$ cat config.mk
export PLATFORM = sky130hd
export DESIGN_NAME = tx_frame_packer
export DESIGN_NICKNAME = d
export VERILOG_FILES = /design/src/rtl/tx_frame_packer_pkg.sv /design/src/rtl/tx_frame_packer.sv
export SDC_FILE = /design/constraint.sdc
export NUM_CORES = 1
export LEC_CHECK = 0
export ABC_CLOCK_PERIOD_IN_PS = 5500
export CELL_PAD_IN_SITES_DETAIL_PLACEMENT = 1
export CELL_PAD_IN_SITES_GLOBAL_PLACEMENT = 2
export CORE_AREA = 5 5 97 72
export DETAILED_ROUTE_END_ITERATION = 10
export DIE_AREA = 0 0 102 77
export GPL_ROUTABILITY_DRIVEN = 1
export HOLD_SLACK_MARGIN = 0.05
export PLACE_DENSITY_LB_ADDON = 0.1
export SLEW_MARGIN = 20
export SYNTH_ARGS = -nofsm -noshare
export SYNTH_HDL_FRONTEND = slang
export SYNTH_SLANG_ARGS = --single-unit
$ cat constraint.sdc
create_clock -name clk -period 5.5 [get_ports clk]
set_input_delay 1.65 -clock clk [delete_from_list [all_inputs] [get_ports clk]]
set_output_delay 1.65 -clock clk [all_outputs]
set_load 0.005 [all_outputs]
$ cat src/rtl/tx_frame_packer_pkg.sv
// rtl/tx_frame_packer_pkg.sv - shared frame format constants, FSM state type and byte builder
package tx_frame_packer_pkg;

    localparam logic [3:0]  HDR_NIBBLE = 4'hA;
    localparam int unsigned FRAME_LEN  = 4;
    localparam int unsigned BYTE_W     = 8;

    typedef enum logic [2:0] {
        ST_IDLE = 3'd0,
        ST_HDR  = 3'd1,
        ST_PHI  = 3'd2,
        ST_PLO  = 3'd3,
        ST_CHK  = 3'd4
    } state_e;

    // Byte idx of the frame for a held entry; the last byte is the XOR checksum of the first three.
    function automatic logic [BYTE_W-1:0] frame_byte(
        input logic [2:0]  id,
        input logic [15:0] payload,
        input logic [1:0]  idx
    );
        logic [BYTE_W-1:0] b0;
        logic [BYTE_W-1:0] b1;
        logic [BYTE_W-1:0] b2;
        b0 = {HDR_NIBBLE, 1'b0, id};
        b1 = payload[15:8];
        b2 = payload[7:0];
        case (idx)
            2'd0:    frame_byte = b0;
            2'd1:    frame_byte = b1;
            2'd2:    frame_byte = b2;
            default: frame_byte = b0 ^ b1 ^ b2;
        endcase
    endfunction

endpackage

$ cat src/rtl/tx_frame_packer.sv
// rtl/tx_frame_packer.sv - packs ordered TX entries into 4-byte link frames with SOF/EOF and checksum
module tx_frame_packer
    import tx_frame_packer_pkg::*;
(
    input  logic              clk,
    input  logic              reset_n,
    input  logic              in_valid_i,
    input  logic [2:0]        in_id_i,
    input  logic [15:0]       in_payload_i,
    output logic              in_ready_o,
    output logic              link_valid_o,
    output logic [BYTE_W-1:0] link_data_o,
    output logic              link_sof_o,
    output logic              link_eof_o,
    input  logic              link_ready_i,
    output logic [15:0]       frames_sent_o,
    output logic              idle_o
);

    state_e      state_q;
    state_e      state_d;
    logic [2:0]  id_q;
    logic [15:0] payload_q;
    logic [15:0] frames_q;
    logic [15:0] frames_d;
    logic        in_xfer;
    logic        link_xfer;
    logic [1:0]  byte_idx;

    // A new entry may land in the CHK cycle so back-to-back frames leave no gap.
    assign in_ready_o   = (state_q == ST_IDLE) | ((state_q == ST_CHK) & link_ready_i);
    assign link_valid_o = (state_q != ST_IDLE);
    assign in_xfer      = in_valid_i & in_ready_o;
    assign link_xfer    = link_valid_o & link_ready_i;

    always_comb begin
        state_d  = state_q;
        frames_d = frames_q;
        case (state_q)
            ST_IDLE: if (in_xfer)   state_d = ST_HDR;
            ST_HDR:  if (link_xfer) state_d = ST_PHI;
            ST_PHI:  if (link_xfer) state_d = ST_PLO;
            ST_PLO:  if (link_xfer) state_d = ST_CHK;
            ST_CHK: begin
                if (link_xfer) begin
                    frames_d = frames_q + 16'd1;
                    state_d  = in_xfer ? ST_HDR : ST_IDLE;
                end
            end
            default: state_d = ST_IDLE;
        endcase
    end

    always_comb begin
        byte_idx = 2'd0;
        case (state_q)
            ST_PHI:  byte_idx = 2'd1;
            ST_PLO:  byte_idx = 2'd2;
            ST_CHK:  byte_idx = 2'(FRAME_LEN - 1);
            default: byte_idx = 2'd0;
        endcase
    end

    assign link_data_o   = link_valid_o ? frame_byte(id_q, payload_q, byte_idx) : '0;
    assign link_sof_o    = (state_q == ST_HDR);
    assign link_eof_o    = (state_q == ST_CHK);
    assign frames_sent_o = frames_q;
    assign idle_o        = (state_q == ST_IDLE);

    always_ff @(posedge clk or negedge reset_n) begin
        if (!reset_n) begin
            state_q  <= ST_IDLE;
            frames_q <= 16'h0000;
        end else begin
            state_q  <= state_d;
            frames_q <= frames_d;
        end
    end

    // Holding register is only loaded on acceptance, so it stays frozen for the whole frame.
    always_ff @(posedge clk) begin
        if (in_xfer) begin
            id_q      <= in_id_i;
            payload_q <= in_payload_i;
        end
    end

endmodule

==> reports/metrics.cfg <==
[run_status]
status=finished, final reports clean

[route]
wirelength_mm=4.37
drtIter0Drc=29
drt_pass1_iterations=4
vias=1342
drtAntennaViolNets=0
viasPerCell=4.64
wl_per_cell_um=15.1
drc=0

[sta]
finClkSkew_ns=0.00552
post-route-period-util_pct=90.3
max_freq_mhz=201
setup_ws_ns=0.535
slew_headroom_pct=42.0
tns_ns=0
setup_viol_count_final=0
tightest_slew_ns=0.868
finalMaxSlewViolations=0
whs_ns=0.472
timing_hold_violations_final=0
rsz0062_at_grt=false
min_period_ns=4.97

[clock_tree]
cts_tree=yes
h-tree-depth=2
cts_buffers=5
path_clk_slew_ns=0.07
postCtsSetupBuffers=0
cts-root-buf=clkbuf_8
cts_hold_buffers=0
cts_max_path_buffers=2
clock_sinks=38
cts_resized=0
clk_latency_ns=0.29

[logic_synthesis]
synth_compound_area_share_pct=7.27
synth.cell_area_um2=1840
seq_area_frac_synth_pct=56.8
synth-adder-area-share_pct=0.679
syn_inst=159
avgSynthCellArea_um2=11.6
synth_top_family_by_area=simple AND/OR/NAND/NOR gates
synthSimpleGateAreaFrac_pct=16.2
ys_warn_count=0
synth-xor-area-share_pct=11.4
synth.distinct_cells=29
synth.area.mux_share_pct=4.62
ys_ff_latch=38
mappedNetlistNets=183

[final_layout]
areaGrowthSynthToFinish_pct=35.2
drive_gt1_share_pct=5.69
diodes=0
layout_commonest_cell=clkdlybuf4s50_1
final_cell_mix=51 x clkdlybuf4s50_1, 23 x nand2_1, 19 x dfrtp_1, 19 x edfxtp_1, 13 x xnor2_1
nets=234

[critical_path]
slowest_delay_ns=0.61
path_buf_inv=3
critical-path-top-delay-family=buffers and inverters
crit_path_end_kind=output pin
crit_chain=clkdlybuf4s50_1 -> inv_1 -> a211oi_1 -> clkdlybuf4s50_1
arrival_ns=3.32
path_class=primary input to output pin
cpMostUsedCell=clkdlybuf4s50_1
worstPathRequired_ns=3.85
cp-start-kind=primary input
cp_slowest_cell=clkdlybuf4s50_1
cp_max_fo=8

[floorplanning]
io_pins=52
die_x_um=102
die_h_um=77
start_util_pct=30.8
dieArea_um2=7850
core-area_um2=5980
num_rows=24

[grt]
grtUsageTotal_pct=12.1
grt_pass1_wl_mm=7.34
antenna_found_initial=0
grt_max_degree=21
grt_overflow=0
grt_pass1_vias=1482

[hold_path]
hp-class=flop to flop

[power_and_ir_drop]
power_density_nw_per_um2=398
p_leak_nw=0.986
total_power_uw=990
ir_drop_mv=0.128

[placement]
port-buffer-count=51
gp_congestion=0.760
hpwl_mm=3.28
dp_slack_ns=0.514

[run]
drv_cap=0

-- final cells by class --
| type | count | area [um^2] |
|---|---|---|
| flip-flops and latches | 38 | 1050 |
| multi-input cells | 110 | 739 |
| clock inverters | 2 | 8.76 |
| well taps | 78 | 97.6 |
| repair buffers | 51 | 510 |
| clock buffers | 6 | 72.6 |
| fillers | 658 | 3490 |
| inverters | 4 | 15.0 |
-- path summary, 6_finish.rpt --
path / startpoint / endpoint / slack [ns] / cells after the start
setup / recovery: link_ready_i / in_ready_o / 0.53 / 4
hold / removal: frames_sent_o[15] / frames_sent_o[15] / 0.47 / 1
setup reg to reg: state_q[0] / payload_q[12] / 3.25 / 2
hold reg to reg: frames_sent_o[15] / frames_sent_o[15] / 0.47 / 1
max in group asynchronous: reset_n / state_q[1] / 3.11 / 1
min in group asynchronous: reset_n / frames_sent_o[5] / 1.85 / 1
-- registers in the layout, summed over array words and instances, names as in the netlist --
name and flops:
payload_q 16, state_q 3, frames_sent_o 16, id_q 3
-- worst register-to-register path, stage by stage (launching register included) --
cell      delay, ns
dfrtp_1        0.64
a211oi_1       0.47
and2_1         0.75
-- power breakdown --
group          total (mW)  internal (mW)  switching, mW
Combinational       0.366          0.221          0.145
Sequential          0.442          0.352         0.0898
Clock               0.182         0.0871         0.0947
-- cells by family (layout without fill, tap and decap cells) --
kind of cell	count (synthesis)	count (layout)
AND/OR/NAND/NOR	56	56
flip-flops	38	38
XOR/XNOR	24	24
AO/OA/AOI/OAI	21	21
buffers and inverters	11	63
multiplexers	8	8
adder cells (fa/ha/maj)	1	1
-- through the flow --
| stage | instances | utilization (%) | cell area, um^2 |
|---|---|---|---|
| 2_1_floorplan | 159 | - | 1840 |
| 3_3_place_gp | 281 | 40.3 | 2410 |
| 3_5_place_dp | 281 | 40.3 | 2410 |
| 4_1_cts | 289 | 41.7 | 2490 |
| 5_1_grt | 289 | 41.7 | 2490 |
| 6_report | 289 | 41.7 | 2490 |
-- synth_stat cells, drive strengths merged --
library cell	count	area (um^2)
nor2b	4	25.0
edfxtp	19	571
mux2	4	45.0
buf	2	22.5
and2	2	12.5
a21oi	2	10.0
a211oi	1	7.51
o22a	2	17.5
o22ai	1	6.26
nor4	3	48.8
clkbuf	5	18.8
nand4	2	12.5
dfrtp	19	475
nor3	5	25.0
mux2i	4	40.0
nor2	7	26.3
xnor2	13	114
o21a	1	7.51
ha	1	12.5
and4	1	8.76
o21ai	8	40.0
nand3	5	25.0
or3b	1	8.76
xor2	11	96.3
a22oi	6	45.0
inv	4	15.0
and3	3	18.8
nand2	23	86.3
-- per-layer routing --
metal  routed length (um)  vias up  GRT usage, %
met4                   47        0          3.93
met5                    0        -             0
li1                     -      658             -
met2                 2060       31          19.3
met3                  204        4          3.63
met1                 2060      649          15.5
Note: power is estimated with default switching activity, not from simulation.
